File: config.mk
export PLATFORM = sky130hd
export DESIGN_NAME = mul_div_unit_mod
export DESIGN_NICKNAME = d
export VERILOG_FILES = /design/src/rtl/mul_div_unit_mod.sv
export SDC_FILE = /design/constraint.sdc
export NUM_CORES = 1
export LEC_CHECK = 0
export BUFFER_PORTS_ARGS = -buffer_cell sky130_fd_sc_hd__buf_2
export CAP_MARGIN = 5
export CORE_MARGIN = 2
export CORE_UTILIZATION = 56
export CTS_BUF_LIST = sky130_fd_sc_hd__clkbuf_4
export CTS_CLUSTER_DIAMETER = 80
export DETAILED_ROUTE_END_ITERATION = 6
export HOLD_SLACK_MARGIN = 0.05
export PLACE_DENSITY = 0.75
export SKIP_LAST_GASP = 1
export SYNTH_ARGS = -nofsm -noshare
export SYNTH_HDL_FRONTEND = slang
export SYNTH_SLANG_ARGS = --single-unit
File: constraint.sdc
create_clock -name clk -period 3.6 [get_ports clk]
set_input_delay 0.36 -clock clk [delete_from_list [all_inputs] [get_ports clk]]
set_output_delay 0.36 -clock clk [all_outputs]
set_load 0.01 [all_outputs]
File: src/rtl/mul_div_unit_mod.sv
// Iterative unsigned multiply/divide unit with a start/busy/done handshake and a one-cycle write-back request.
// Optional feature: define MULDIV_FAST_ZERO_EN to finish zero-operand ops without iterating.
module mul_div_unit_mod #(
  parameter int DATA_W = 34,
  parameter int ADDR_W = 5
) (
  input  logic              clk,
  input  logic              rst_n,
  input  logic              start_i,
  input  logic [1:0]        op_i,
  input  logic [DATA_W-1:0] operand_a_i,
  input  logic [DATA_W-1:0] operand_b_i,
  input  logic [ADDR_W-1:0] rd_addr_i,
  output logic              busy_o,
  output logic              done_o,
  output logic [DATA_W-1:0] result_o,
  output logic [ADDR_W-1:0] rd_addr_o,
  output logic              write_en_o
);

  // state | meaning
  // IDLE  | waiting for start_i
  // CALC  | iterating, one bit per cycle, then one cycle to publish the result
  // DONE  | result_o valid, write-back request asserted for one cycle
  localparam logic [1:0] IDLE = 2'd0;
  localparam logic [1:0] CALC = 2'd1;
  localparam logic [1:0] DONE = 2'd2;

  localparam int CNT_W = $clog2(DATA_W + 1);

  logic [1:0]        state;
  logic [1:0]        op_q;
  logic [DATA_W-1:0] hi_q;
  logic [DATA_W-1:0] lo_q;
  logic [DATA_W-1:0] opd_q;
  logic [CNT_W-1:0]  cnt_q;

  logic [DATA_W:0]   mul_sum;
  logic [DATA_W:0]   div_shift;
  logic              div_ge;
  logic              accept;
  logic              fast_zero;
  logic [DATA_W-1:0] fast_result;

  // hi_q holds the product high word / partial remainder; lo_q the multiplier / dividend-quotient.
  always_comb begin
    mul_sum   = {1'b0, hi_q} + (lo_q[0] ? {1'b0, opd_q} : '0);
    div_shift = {hi_q, lo_q[DATA_W-1]};
    div_ge    = (div_shift >= {1'b0, opd_q});
  end

  assign accept = start_i && (state == IDLE);

`ifdef MULDIV_FAST_ZERO_EN
  always_comb begin
    fast_zero   = op_i[1] ? (operand_b_i == '0)
                          : ((operand_a_i == '0) || (operand_b_i == '0));
    fast_result = '0;
    case (op_i)
      2'b10:   fast_result = '1;
      2'b11:   fast_result = operand_a_i;
      default: fast_result = '0;
    endcase
  end
`else
  assign fast_zero   = 1'b0;
  assign fast_result = '0;
`endif

  always_ff @(posedge clk or negedge rst_n) begin
    if (!rst_n) begin
      state     <= IDLE;
      op_q      <= '0;
      hi_q      <= '0;
      lo_q      <= '0;
      opd_q     <= '0;
      cnt_q     <= '0;
      result_o  <= '0;
      rd_addr_o <= '0;
    end else begin
      case (state)
        IDLE: begin
          if (accept) begin
            op_q      <= op_i;
            opd_q     <= op_i[1] ? operand_b_i : operand_a_i;
            lo_q      <= op_i[1] ? operand_a_i : operand_b_i;
            hi_q      <= '0;
            cnt_q     <= CNT_W'(DATA_W);
            rd_addr_o <= rd_addr_i;
            if (fast_zero) begin
              result_o <= fast_result;
              state    <= DONE;
            end else begin
              state <= CALC;
            end
          end
        end
        CALC: begin
          if (cnt_q != '0) begin
            cnt_q <= cnt_q - 1'b1;
            if (op_q[1]) begin
              hi_q <= div_ge ? (div_shift[DATA_W-1:0] - opd_q) : div_shift[DATA_W-1:0];
              lo_q <= {lo_q[DATA_W-2:0], div_ge};
            end else begin
              hi_q <= mul_sum[DATA_W:1];
              lo_q <= {mul_sum[0], lo_q[DATA_W-1:1]};
            end
          end else begin
            // MULHU and REMU both live in hi_q; MUL and DIVU in lo_q.
            result_o <= op_q[0] ? hi_q : lo_q;
            state    <= DONE;
          end
        end
        DONE:    state <= IDLE;
        default: state <= IDLE;
      endcase
    end
  end

  assign busy_o     = (state != IDLE);
  assign done_o     = (state == DONE);
  assign write_en_o = done_o;

endmodule

==> impl_results.md, run 1 <==
- Primary FF master, synth: sky130_fd_sc_hd__dfrtp_1
- Clock slew at reported path FFs: 0.15 ns
- Critical Path Stages: 13
- Initial core utilization: 57.6%
- Yosys top cell by area: sky130_fd_sc_hd__dfrtp_1
- Final setup TNS: 0 ns
- Critical Path Sink Type: register
- Post-synth cell types: 81
- Number of failing hold endpoints at the final stage: 0
- Detailed Route Iter0 Violations: 984
- Leading cell type by number of instances after synthesis: sky130_fd_sc_hd__nand2_1
- Via count of the first global-routing pass: 9745
- Number of clock sinks: 151
- Vertical die dimension: 149 um
- Final setup margin: 0.154 ns
- Worst min-delay path category: input port to register
- Final period demand of the worst path: 3.45 ns
- Hold Path Cell Cnt: 3
- Crit Path Category: register to register
- Crit path max-delay cell type: sky130_fd_sc_hd__dfrtp_1
- Commonest cells in the synthesized netlist: 212 x sky130_fd_sc_hd__nand2_1, 194 x sky130_fd_sc_hd__o21ai_0, 151 x sky130_fd_sc_hd__dfrtp_1
- Worst-Margin Slew: 1.12 ns
- Run status: finished, final reports clean
- F_max: 290 MHz
- Number of instances in the placed design: 1722
- Cell types with the largest area share after synthesis: sky130_fd_sc_hd__dfrtp_1 32%, sky130_fd_sc_hd__mux2i_1 9.6%, sky130_fd_sc_hd__o21ai_0 8.3%
- Syn-to-layout area delta: 11.1%
- I/O pins: 120
- Worst-path fanout max: 6
- Highest cell delay on the worst timing path: 0.45 ns
- Number of nets in the finished design: 1630
- Critical path cell sequence: and2_1, ha_1, fa_2, a211oi_2, nor2_1, o41ai_4, o31ai_2, a221oi_4, o211ai_2, and4_4, a2111oi_4, xor2_1, o21ai_1
- Data arrival time of the critical path: 3.91 ns
- Number of buffers inserted by port buffering: 119
- Synth Instances: 1380
- Latest clock arrival within the worst-skew pair: 0.57 ns
- Worst path bufs/invs: 0
- Worst r2r path cells: 13
- Die ar.: 22100 sq um
- Crit Reg-Reg Startpoint: lo_q[0]
- First-pass GRT wire length: 52900 um
- Number of non-filler instances in the completed layout: 1764
- Cell at the root of the clock tree: sky130_fd_sc_hd__clkbuf_4
- Max-slew headroom at the worst pin: 25.1%
- Core ar.: 20400 sq um
- Ratio of cells with drive above 1 in the final layout: 17.2%
- Cts bufs inserted: 17
- Cell family with most CP delay: compound AO/OA/AOI/OAI gates
- Net count of the mapped netlist: 1530
- Total count of max-transition violations in the final report: 0
- Period utilization: 95.7%
- Hold Path End: opd_q[0]
- CTS H-Tree Depth: 4
- DPL Wire Length: 24600 um
- Total congestion overflow: 0
- Average footprint of a synthesized cell: 8.49 sq um
- Worst setup SP type: register
- TritonCTS clock tree: built
- Count of TritonRoute iterations in the first routing pass: 5
- Cell area after synthesis: 11700 sq um
- Number of antenna violations at the first check in global routing: 1
- Average wire per standard cell: 18.8 um
- Total number of vias: 10600
- Global routing usage summed across all routing layers: 30.6%
- Worst setup slack before clock tree synthesis: 0.121 ns
- Number of setup violations in the final report: 0
- Flip-flop and latch count after synthesis: 151
- Row count: 52
- Worst hold margin: 0.0901 ns
- Number of max-cap violations: 0
- DR vias/cell: 6.03
- Post-detailed-routing wire length: 33200 um
- Async set-reset flop share out of synthesis: 100%
- DRC: 0
- Largest net degree at the start of global routing: 92
- Data required time at the worst endpoint: 4.07 ns
- Sequential fraction of the synthesis area: 32.2%
- R2R Path End: hi_q[31]
- Number of buffers on the longest clock path: 2
- HP Start: operand_a_i[0]
- Register-to-register setup slack: 0.15 ns
- Die X-Extent: 149 um
- Gpl congestion: 0.946
- Synth warnings: 0
- Worst setup skew after layout: 0.0237 ns
- Unrepaired setup endpoints after global routing: false
- Remaining antenna violation count after routing: 0
- Area share of the leading cell type in the synthesized netlist: 32.2%
- Count of flip-flops with a built-in enable after synthesis: 0
[metrics by stage]
stage	util, %	instance area (sq um)
6_report	63.9	13000
3_5_place_dp	62.0	12600
3_3_place_gp	62.0	12600
2_1_floorplan	-	11700
5_1_grt	63.9	13000
4_1_cts	63.7	13000
[worst min-delay path, stage by stage]
cell,delay (ns)
sky130_fd_sc_hd__buf_2,0.09
sky130_fd_sc_hd__mux2i_1,0.06
sky130_fd_sc_hd__o21ai_0,0.14
[cell type report]
cell class	instances	area (sq um)
Fill cell	1731	7350
Timing Repair Buffer	164	992
Multi-Input combinational cell	1092	7420
Clock inverter	14	141
Clock buffer	18	135
Inverter	54	203
Sequential cell	151	3780
Tap cell	270	338
Antenna cell	1	2.50
[what timing repair did]
item                                    4_1_cts  5_1_grt
resized for setup                             0        6
hold endpoints to repair                     95        0
setup buffers                                 0        2
endpoints found under the setup margin        0        6
hold buffers                                  7        0
[cell usage in the layout (no fill, tap or decap), types with 12 or more instances in the layout]
cell	instances
sky130_fd_sc_hd__a21o_1	30
sky130_fd_sc_hd__a21oi_1	70
sky130_fd_sc_hd__a31oi_1	12
sky130_fd_sc_hd__and2_1	39
sky130_fd_sc_hd__buf_2	117
sky130_fd_sc_hd__buf_4	36
sky130_fd_sc_hd__clkbuf_4	18
sky130_fd_sc_hd__dfrtp_1	149
sky130_fd_sc_hd__ha_1	69
sky130_fd_sc_hd__inv_1	54
sky130_fd_sc_hd__mux2_2	37
sky130_fd_sc_hd__mux2i_1	112
sky130_fd_sc_hd__nand2_1	211
sky130_fd_sc_hd__nand3_1	24
sky130_fd_sc_hd__nor2_1	53
sky130_fd_sc_hd__o21ai_0	194
sky130_fd_sc_hd__o21ai_1	12
sky130_fd_sc_hd__xnor2_1	33
sky130_fd_sc_hd__xor2_1	27
[per-layer routing]
layer,vias to the layer above,track usage (%),share of wire (%)
li1,5110,-,-
met1,5095,48.8,49
met2,391,43.5,42
met3,38,4.60,7.4
met4,0,6.81,1.5
met5,-,0,0
[kinds of logic (layout without fill, tap and decap cells)]
group | count (synthesis) | in the layout | share of synthesized area, %
XOR/XNOR | 60 | 60 | 4.48
AND/OR/NAND/NOR | 397 | 397 | 15.5
adder cells (fa/ha/maj) | 72 | 72 | 7.81
AO/OA/AOI/OAI | 414 | 414 | 22.1
flip-flops | 151 | 151 | 32.2
other | 0 | 1 | 0
multiplexers | 149 | 149 | 13.1
buffers and inverters | 137 | 250 | 4.71
[how the worst max path moves through the flow]
stage / startpoint / endpoint / slack [ns]
global route: lo_q[0] / hi_q[33] / 0.003
CTS: opd_q[0] / hi_q[33] / 0.08
finish: lo_q[0] / hi_q[31] / 0.15
detailed placement: opd_q[0] / hi_q[33] / 0.12
global placement: opd_q[0] / hi_q[33] / 0.19
floorplan: lo_q[0] / hi_q[31] / 0.26
[registers in the layout, summed over array words and instances, names as in the netlist]
signal     count
cnt_q          6
hi_q          34
lo_q          34
op_q           2
opd_q         34
rd_addr_o      5
result_o      34
state          2
Power of run 1 is not shown: default switching activity piles up to over one toggle a cycle in this logic, so the estimate is an artifact.
==> run 2: changes to the inputs <==
==> constraint.sdc (replaced) <==
create_clock -name clk -period 2.92 [get_ports clk]
set_input_delay 0.292 -clock clk [delete_from_list [all_inputs] [get_ports clk]]
set_output_delay 0.292 -clock clk [all_outputs]
set_load 0.01 [all_outputs]
==> impl_results.md, run 2 (synthesized netlist as in run 1, its figures left out) <==
- Clock slew at reported path FFs: 0.15 ns (about the same)
- Post-detailed-routing wire length: 40900 um (+23%)
- Remaining antenna violation count after routing: 0 (unchanged)
- Core ar.: 20400 sq um (unchanged)
- Final period demand of the worst path: 3.22 ns (-0.228 ns)
- Max-slew headroom at the worst pin: 33.7% (+8.6 points)
- I/O pins: 120 (unchanged)
- Period utilization: 110% (+14 points)
- Number of nets in the finished design: 1872 (+15%)
- Violated checks: negative setup slack
- Final setup TNS: -3.84 ns (-3.84 ns)
- Unrepaired setup endpoints after global routing: true
- Global routing usage summed across all routing layers: 35.9% (+5.3 points)
- Cts bufs inserted: 17 (unchanged)
- TritonCTS clock tree: built
- Number of antenna violations at the first check in global routing: 2 (+1)
- Initial core utilization: 57.6% (unchanged)
- Uppermost layer routed: met5
- Total count of max-transition violations in the final report: 0 (unchanged)
- DRC: 0 (unchanged)
- Wire length on met3: 3960 um (+62%)
- Syn-to-layout area delta: 35.8%
- Worst setup slack before clock tree synthesis: -0.336 ns (-0.457 ns)
- Worst setup SP type: register
- Crit Path Category: register to register
- Row count: 52 (unchanged)
- Via count of the first global-routing pass: 11700 (+20%)
- Worst-Margin Slew: 0.990 ns (-0.129 ns)
- Die X-Extent: 149 um (unchanged)
- Number of non-filler instances in the completed layout: 2006 (+14%)
- Number of buffers inserted by port buffering: 119 (unchanged)
- Cell at the root of the clock tree: sky130_fd_sc_hd__clkbuf_4
- Number of clock sinks: 151 (unchanged)
- Most common library cell in the layout ignoring fill and taps: sky130_fd_sc_hd__nand2_1
- Ratio of cells with drive above 1 in the final layout: 32.0% (+15 points)
- Total congestion overflow: 0 (unchanged)
- Metal2 WL: 18200 um (+29%)
- Detailed Route Iter0 Violations: 1201 (+22%)
- Worst min-delay path category: input port to register
- Count of TritonRoute iterations in the first routing pass: 6 (+1)
- Number of instances in the placed design: 1876 (+8.9%)
- DRT met1 WL: 17500 um (+8.0%)
- Vertical die dimension: 149 um (unchanged)
- DPL Wire Length: 27100 um (+9.9%)
- Final setup margin: -0.298 ns (-0.452 ns)
- Worst-path fanout max: 5 (-1)
- Worst setup skew after layout: 0.0207 ns (-0.00305 ns)
- F_max: 311 MHz (+7.1%)
- Number of failing hold endpoints at the final stage: 0 (unchanged)
- Largest net degree at the start of global routing: 88 (-4.3%)
- Data arrival time of the critical path: 3.70 ns (-0.21 ns)
- Average wire per standard cell: 20.4 um (+8.4%)
- Die ar.: 22100 sq um (unchanged)
- Gpl congestion: 0.927 (-2.0%)
- Number of buffers on the longest clock path: 2 (unchanged)
- CTS H-Tree Depth: 4 (unchanged)
- Most frequent cells in the layout: 204 x sky130_fd_sc_hd__nand2_1, 200 x sky130_fd_sc_hd__buf_4, 163 x sky130_fd_sc_hd__o21ai_0
- Worst hold margin: 0.0657 ns (-0.0245 ns)
- Number of max-cap violations: 0 (unchanged)
- Data required time at the worst endpoint: 3.40 ns (-0.67 ns)
- Number of setup violations in the final report: 28 (+28)
- Critical Path Sink Type: register
- First-pass GRT wire length: 62400 um (+18%)
- Run status: finished, violations left
- DR vias/cell: 6.13 (+1.7%)
- Total number of vias: 12300 (+16%)
- Latest clock arrival within the worst-skew pair: 0.58 ns (about the same)
-- run 2: changes by cell type in the layout (fill, tap and decap cells not counted), sizes merged --
cell	delta
buf	+191
clkbuf	-1
clkinv	-2
dlygate4sd3	+50
bufbuf	+1
inv	+3
-- run 2: cell type report --
type,count,area [sq um]
Clock buffer,17,128
Sequential cell,151,3790
Multi-Input combinational cell,1092,8140
Timing Repair Buffer,406,3160
Fill cell,1328,4450
Clock inverter,15,158
Tap cell,270,338
Antenna cell,1,2.50
Inverter,54,205
-- run 2: per-layer routing --
| metal | vias up | track usage [%] |
|---|---|---|
| li1 | 5599 | - |
| met1 | 5892 | 52.7 |
| met2 | 688 | 54.3 |
| met3 | 117 | 6.41 |
| met4 | 2 | 11.0 |
| met5 | - | 0 |
-- run 2: critical path, stage by stage (launching register included) --
cell,delay (ns)
sky130_fd_sc_hd__dfrtp_2,0.47
sky130_fd_sc_hd__buf_4,0.16
sky130_fd_sc_hd__and2_1,0.14
sky130_fd_sc_hd__ha_1,0.30
sky130_fd_sc_hd__o21ai_0,0.27
sky130_fd_sc_hd__nor2_2,0.11
sky130_fd_sc_hd__o41ai_4,0.31
sky130_fd_sc_hd__o31ai_4,0.13
sky130_fd_sc_hd__a221oi_4,0.29
sky130_fd_sc_hd__o21ai_2,0.10
sky130_fd_sc_hd__a311o_1,0.32
sky130_fd_sc_hd__a21bo_1,0.20
sky130_fd_sc_hd__a211oi_2,0.22
sky130_fd_sc_hd__o21ai_1,0.09
-- run 2: final timing paths --
kind                               endpoint  cells past startpoint  slack, ns            start
worst min-delay path              opd_q[12]                      3       0.07  operand_b_i[12]
worst min register to register  result_o[4]                      2       0.50      result_o[4]
worst max-delay path               hi_q[33]                     13      -0.30          lo_q[0]
max in group asynchronous         opd_q[25]                      3       1.88            rst_n
min in group asynchronous           lo_q[6]                      2       0.27            rst_n
worst max register to register     hi_q[33]                     13      -0.30          lo_q[0]
-- run 2: per-stage QoR --
stage	utilization (%)	cell area [sq um]
2_1_floorplan	-	11800
4_1_cts	75.5	15400
5_1_grt	78.2	15900
3_3_place_gp	68.0	13900
6_report	78.2	15900
3_5_place_dp	68.0	13900
-- run 2: timing repair --
item | 4_1_cts | 5_1_grt
hold endpoints to repair | 95 | 0
cloned | 4 | 0
setup endpoints to repair | 34 | 35
hold buffers | 57 | 0
setup buffers | 20 | 17
pin swaps | 33 | 69
gates resized for setup | 85 | 101
Power of run 2 is left out for the same reason.
